===== config.mk =====
export PLATFORM = sky130hd
export DESIGN_NAME = uart_byte_fifo
export DESIGN_NICKNAME = d
export VERILOG_FILES = /design/src/rtl/uart_pkg.sv /design/src/rtl/uart_fifo_mem.sv /design/src/rtl/uart_byte_fifo.sv
export SDC_FILE = /design/constraint.sdc
export NUM_CORES = 1
export LEC_CHECK = 0
export ABC_CLOCK_PERIOD_IN_PS = 2700
export CORE_MARGIN = 2
export CORE_UTILIZATION = 50
export CTS_CLUSTER_DIAMETER = 60
export CTS_CLUSTER_SIZE = 30
export DETAILED_ROUTE_END_ITERATION = 8
export GPL_TIMING_DRIVEN = 1
export PLACE_DENSITY = 0.68
export SLEW_MARGIN = 10
export SYNTH_ARGS = -nofsm -noshare
export SYNTH_HDL_FRONTEND = slang
export SYNTH_SLANG_ARGS = --single-unit

===== constraint.sdc =====
create_clock -name clk -period 2.7 [get_ports clk]
set_input_delay 0.405 -clock clk [delete_from_list [all_inputs] [get_ports clk]]
set_output_delay 0.405 -clock clk [all_outputs]
set_load 0.02 [all_outputs]

===== src/rtl/uart_pkg.sv =====
// Shared UART constants: byte width and default receive FIFO depth.
// Imported by uart_rx, uart_tx and uart_byte_fifo so they agree on widths.
package uart_pkg;

  localparam int UART_DATA_W      = 8;
  localparam int UART_FIFO_ADDR_W = 4;

endpackage


===== src/rtl/uart_fifo_mem.sv =====
// DATA_W x 2**ADDR_W register array: sync write port, async read port.
// Ports: clk, we, waddr, wdata (write); raddr -> rdata (combinational read).
module uart_fifo_mem
  import uart_pkg::*;
#(
  parameter int DATA_W = UART_DATA_W,
  parameter int ADDR_W = UART_FIFO_ADDR_W
) (
  input  logic              clk,
  input  logic              we,
  input  logic [ADDR_W-1:0] waddr,
  input  logic [DATA_W-1:0] wdata,
  input  logic [ADDR_W-1:0] raddr,
  output logic [DATA_W-1:0] rdata
);

  logic [DATA_W-1:0] mem [2**ADDR_W];

  always_ff @(posedge clk) begin
    if (we) begin
      mem[waddr] <= wdata;
    end
  end

  assign rdata = mem[raddr];

endmodule


===== src/rtl/uart_byte_fifo.sv =====
// First-word fall-through byte FIFO between uart_rx and the sink.
// Ports: clk, nreset (sync, active-low); in_* / out_* valid-ready
// handshakes; level = occupancy; overflow sticky, cleared by clear_ovf.
module uart_byte_fifo
  import uart_pkg::*;
#(
  parameter int DATA_W = UART_DATA_W,
  parameter int ADDR_W = UART_FIFO_ADDR_W
) (
  input  logic              clk,
  input  logic              nreset,
  input  logic [DATA_W-1:0] in_data,
  input  logic              in_valid,
  output logic              in_ready,
  output logic [DATA_W-1:0] out_data,
  output logic              out_valid,
  input  logic              out_ready,
  output logic [ADDR_W:0]   level,
  output logic              overflow,
  input  logic              clear_ovf
);

  logic [ADDR_W:0] wr_ptr;
  logic [ADDR_W:0] rd_ptr;
  logic            full;
  logic            empty;
  logic            push;
  logic            pop;

  // Extra wrap bit distinguishes full from empty.
  assign empty = (wr_ptr == rd_ptr);
  assign full  = (wr_ptr[ADDR_W] != rd_ptr[ADDR_W]) &&
                 (wr_ptr[ADDR_W-1:0] == rd_ptr[ADDR_W-1:0]);

  assign in_ready  = !full;
  assign out_valid = !empty;
  assign level     = wr_ptr - rd_ptr;

  assign push = in_valid && in_ready;
  assign pop  = out_valid && out_ready;

  uart_fifo_mem #(
    .DATA_W (DATA_W),
    .ADDR_W (ADDR_W)
  ) u_mem (
    .clk   (clk),
    .we    (push && nreset),
    .waddr (wr_ptr[ADDR_W-1:0]),
    .wdata (in_data),
    .raddr (rd_ptr[ADDR_W-1:0]),
    .rdata (out_data)
  );

  always_ff @(posedge clk) begin
    if (!nreset) begin
      wr_ptr   <= '0;
      rd_ptr   <= '0;
      overflow <= 1'b0;
    end else begin
      if (push) begin
        wr_ptr <= wr_ptr + 1'b1;
      end
      if (pop) begin
        rd_ptr <= rd_ptr + 1'b1;
      end
      // A new overflow in the same cycle as clear_ovf keeps the flag.
      if (in_valid && full) begin
        overflow <= 1'b1;
      end else if (clear_ovf) begin
        overflow <= 1'b0;
      end
    end
  end

endmodule


# Word-level counts from Yosys, hierarchy flattened
# Memory sizes are Yosys's and may differ from the RTL's. A register that Yosys moved wholly into a read port is not among the register bits.
# Index checks and enable logic that the tools add are counted.
[totals]
regBits = 11
ram_bits = 128
inputBits = 13
out_inout_bits = 16
wordCells = 24
memories = 1
[op_classes]
add_sub_neg = 3
n_eq_ne = 3
mux = 6
reduce_logical = 8
[mem_list]
columns = ["memory", "words", "word_bits", "read_ports", "rd_clocked_by_memory_dff", "wr", "line", "text"]
rows = [
  ["u_mem.mem", 16, 8, 1, 1, 1, "uart_fifo_mem.sv:17", "logic [DATA_W-1:0] mem [2**ADDR_W];"],
]
[op_table]
columns = ["op", "count"]
rows = [
  ["$add A5 B1 Y5 const B", 2],
  ["$mux W4", 2],
  ["$eq A5 B5 Y1", 1],
  ["$logic_and A1 B1 Y1", 5],
  ["$sub A5 B5 Y5", 1],
  ["$eq A4 B4 Y1", 1],
  ["$mux W1", 4],
  ["$logic_not A1 Y1", 2],
  ["$reduce_bool A2 Y1", 1],
  ["$ne A1 B1 Y1", 1],
]

# Depth between registers and ports, before layout
[logic_depth]
depth_word = 7
mapped_depth = 7
ltp_nobuf = 7

# Modules after synthesis
# From an unflattened synthesis, not the netlist that was laid out.
[unflattened]
hier_cells = 298
area_unflattened_um2 = 5689.2
[by_module_without_submodules]
columns = ["mod", "instances", "cells_per_inst", "area_each_um2"]
rows = [
  ["uart_fifo_mem", 1, 221, 4987.3],
  ["uart_byte_fifo", 1, 77, 701.9],
]

# Worst setup path before layout
# OpenSTA, ideal clock, no wires.
[synth_timing]
path_kind = "register -> register"
from = "register wr_ptr[0]"
to = "memory u_mem.mem[5][0] (netlist bit), enable pin"
setup_ps = 370
t_arrival_ps = 1801
setup_slack_ps = 529
path_stages_with_launch = 8
n_path_buf = 0
path_cell_list = "dfxtp_1 > inv_1 > ha_1 > nand4_1 > nor2_1 > inv_1 > nand3b_1 > nor2_1"
[synth_between]
elab_chain_len = 7
[synth_rtl]
columns = ["element", "line", "text"]
rows = [
  ["start, declared", "uart_byte_fifo.sv:23", "logic [ADDR_W:0] wr_ptr;"],
  ["start signal, assigned", "uart_byte_fifo.sv:61", "wr_ptr <= wr_ptr + 1'b1;"],
  ["$eq A4 B4 Y1", "uart_byte_fifo.sv:33", "(wr_ptr[ADDR_W-1:0] == rd_ptr[ADDR_W-1:0]);"],
  ["$logic_and A1 B1 Y1", "uart_byte_fifo.sv:32", "assign full = (wr_ptr[ADDR_W] != rd_ptr[ADDR_W]) &&"],
  ["$logic_not A1 Y1", "uart_byte_fifo.sv:35", "assign in_ready = !full;"],
  ["via in_ready", "uart_byte_fifo.sv:14", "output logic in_ready,"],
  ["$logic_and A1 B1 Y1", "uart_byte_fifo.sv:39", "assign push = in_valid && in_ready;"],
  ["$logic_and A1 B1 Y1", "uart_byte_fifo.sv:47", ".we (push && nreset),"],
  ["$mux W1", "uart_fifo_mem.sv:20", "if (we) begin"],
  ["$mux W1 (implied by the code)", "uart_fifo_mem.sv:21", "mem[waddr] <= wdata;"],
  ["end, declared", "uart_fifo_mem.sv:17", ""],
]
# The timed path passes the listed nets, and every way through them passes these cells.

# Final worst setup path
[layout_timing]
from = "register rd_ptr[2]"
to = "output port out_valid"
[layout_between]
elab_chain_len = 2
[layout_rtl]
columns = ["element", "line", "text"]
rows = [
  ["start, declared", "uart_byte_fifo.sv:24", "logic [ADDR_W:0] rd_ptr;"],
  ["start signal, assigned", "uart_byte_fifo.sv:64", "rd_ptr <= rd_ptr + 1'b1;"],
  ["$eq A5 B5 Y1", "uart_byte_fifo.sv:31", "assign empty = (wr_ptr == rd_ptr);"],
  ["$logic_not A1 Y1", "uart_byte_fifo.sv:36", "assign out_valid = !empty;"],
  ["end, declared", "uart_byte_fifo.sv:16", "output logic out_valid,"],
]
# Every way passes these cells.

==> run metrics <==
f_max slightly below 0.4 GHz; PwrDens roughly 800 nW/um^2; worst-margin pin slew a little under 0.6 ns; VDD IR max roughly 0.42 mV; # port buffers 28; setup TNS 0 ns; Num CTS Buffers 17; post-CTS setup buffer count 0; row cnt 38; critical path type flip-flop to output pin; share of post-route cells with drive strength above 1 0.2533; crit share post-route 0.9635; met2 usage 0.3170; die area about 12,000 sq um; Min-Delay Path Class flip-flop to flip-flop; CP Data Required Time approximately 2.3 ns; Longest Clk Path Bufs 2; M3 GR Usage 0.05686; Slew HR 0.6115; core area about 11,000 sq um; H-Tree Depth 4; Area Growth Syn to Fin 21.51%; post-layout util 0.6306; ys flop type edfxtp_1; Top Usage Layer GRT met2; nets slightly below 400; vias in the first global route approximately 3,200; drt drc 0; first-pass GRT wire length between 15,000 and 20,000 microns; Yosys reg bits around 140; run status complete, no violations; Post-DP HPWL between 7000 and 8000 microns; critical path capture point type output pin; post-synth top area cell edfxtp_1; CP startpoint kind flip-flop; asr flop ratio synth 0; EDFF count, synth approximately 130; synthesized area per cell ~19 sq um; unrepaired setup endpoints after global routing false; total clock sinks between 100 and 150; Data arrival, critical path between 2 and 2.5 ns; Unique masters post-synth 35; Pre-Repair DR Iteration Count 5; Crit path largest cell delay about 0.4 ns; I/O pin count 29; initial antenna violation count 0; M1 GR Usage 0.2442; routability cong. 0.7775; Synth area leaders edfxtp_1 67%, mux4_2 13%, dfxtp_1 5.3%; leakage 2.318 nW; Clock Latency Late Sink between 0.4 and 0.5 ns; post-synthesis cell count 306; Die Y roughly 110 microns; clock-pin slew on the worst setup and hold paths 0.06 ns; Overflow after GRT 0; ANT cells 0; final setup fails 0; min cycle time layout between 2 and 3 ns; Ys Warns 0; Mapped Nets between 300 and 400; CP max-delay cell dfxtp_1; Die X approximately 110 microns; Fin. Hold Viols 0; DRT iter0 DRCs 273; DRT antenna net count 0; wire per inst around 22 microns; most frequent cells in the layout 128 x edfxtp_1, 32 x mux4_2, 21 x clkbuf_16, 21 x buf_4, 17 x nor2_1; final wirelength between 10,000 and 15,000 microns; Max Clock Skew 0.007217 ns; crit-path cells inv_1 -> ha_1 -> nand4_1 -> buf_4 -> or2_2 -> dlygate4sd2_1; area of the mapped netlist between 5000 and 6000 sq um; Via density between 5 and 6; Starting Density 0.5189; Synth top area share 0.6744; pin count of the biggest net entering global routing 33; aggregate global-route resource usage 0.1928; hold-fix buffers at CTS 0; most common cell after layout, fill and taps aside edfxtp_1; via count approximately 3,000; clock root buffer master clkbuf_16; maxcap violations 0; Max FO, Critical Path 5; sequential-to-total area share from yosys stat 0.7271; CTS tree done; Slew Viols, Final 0
[cell type report]
cell class              instances  area (sq um)
well taps                     140         175.2
inverters                       8         30.03
repair buffers                 53         506.7
fillers                       795          4058
clock buffers                  22         528.0
clock inverters                10         66.31
multi-input cells             143          1471
flip-flops and latches        143          4148
[final timing paths]
| check | cells after the start | from | slack (ns) | endpoint |
|---|---|---|---|---|
| setup / recovery | 6 | rd_ptr[2]$_SDFFE_PN0N_ | 0.1 | out_valid |
| hold / removal | 2 | rd_ptr[3]$_SDFFE_PN0N_ | 0.54 | rd_ptr[3]$_SDFFE_PN0N_ |
| hold reg to reg | 2 | rd_ptr[3]$_SDFFE_PN0N_ | 0.54 | rd_ptr[3]$_SDFFE_PN0N_ |
| setup reg to reg | 7 | rd_ptr[2]$_SDFFE_PN0N_ | 0.59 | u_mem.mem[13][3]$_DFFE_PP_ |
[worst max-delay path: cells and delay by family, from the launching register on]
family | cells | cell delay, ns
fa+ha+maj | 1 | 0.36
simple gates | 2 | 0.43
flops | 1 | 0.40
buf+inv | 3 | 0.59
[per-layer routing]
metal / up-vias / part of all wire
met4: 0 / 0.019
met1: 1533 / 0.41
li1: 1346 / -
met2: 89 / 0.52
met5: - / 0
met3: 22 / 0.049
[per-stage QoR]
| step | std cells | power [mW] | instance area, sq um | setup WS (ns) | hold slack [ns] |
|---|---|---|---|---|---|
| 6_report | 519 | 5.520 | 6925 | 0.09851 | 0.5375 |
| 5_1_grt | 519 | 5.725 | 6925 | 0.01172 | 0.5889 |
| 4_1_cts | 518 | 5.545 | 6894 | 0.005489 | 0.5356 |
| 3_3_place_gp | 486 | 3.308 | 6307 | 0.2227 | 0.5227 |
| 2_1_floorplan | 306 | 3.026 | 5699 | 0.5289 | 0.4822 |
| 3_5_place_dp | 486 | 3.318 | 6307 | 0.1889 | 0.5218 |
[synth_stat cells (all sizes together) (2+ instances only)]
master	n
edfxtp	128
mux4	32
nor2	18
a22oi	16
dfxtp	15
nand2	11
buf	9
ha	9
inv	8
nand3	7
o21ai	6
xnor2	6
a21boi	5
and2	5
nor2b	5
or3	5
a21oi	3
clkbuf	3
a21o	2
nand3b	2
o211ai	2
o21a	2
xor2	2
[timing repair]
item,in CTS,in global routing
pin swaps,0,0
cloned,0,1
resized for setup,14,5
setup endpoints to repair,12,3
hold endpoints to repair,0,0
[registers in the layout, summed over array words and instances (netlist names), named ones only]
signal / cells
rd_ptr: 5
wr_ptr: 5
u_mem.mem: 128
overflow: 1
[power breakdown]
group	total (mW)	switching [mW]	internal (mW)	leakage, nW
clock	2.26	0.868	1.39	0.303
combinational	0.793	0.382	0.411	0.739
sequential	2.47	0.0274	2.44	1.28
[logic make-up after synthesis]
family | after synthesis | synth area share
XOR/XNOR | 8 | 0.01361
multiplexers | 33 | 0.1282
AND/OR/NAND/NOR | 56 | 0.04742
adder cells (fa/ha/maj) | 10 | 0.02327
buffers and inverters | 20 | 0.01690
flip-flops | 143 | 0.7271
AO/OA/AOI/OAI | 36 | 0.04347
Power figures use the tool's default switching activity.
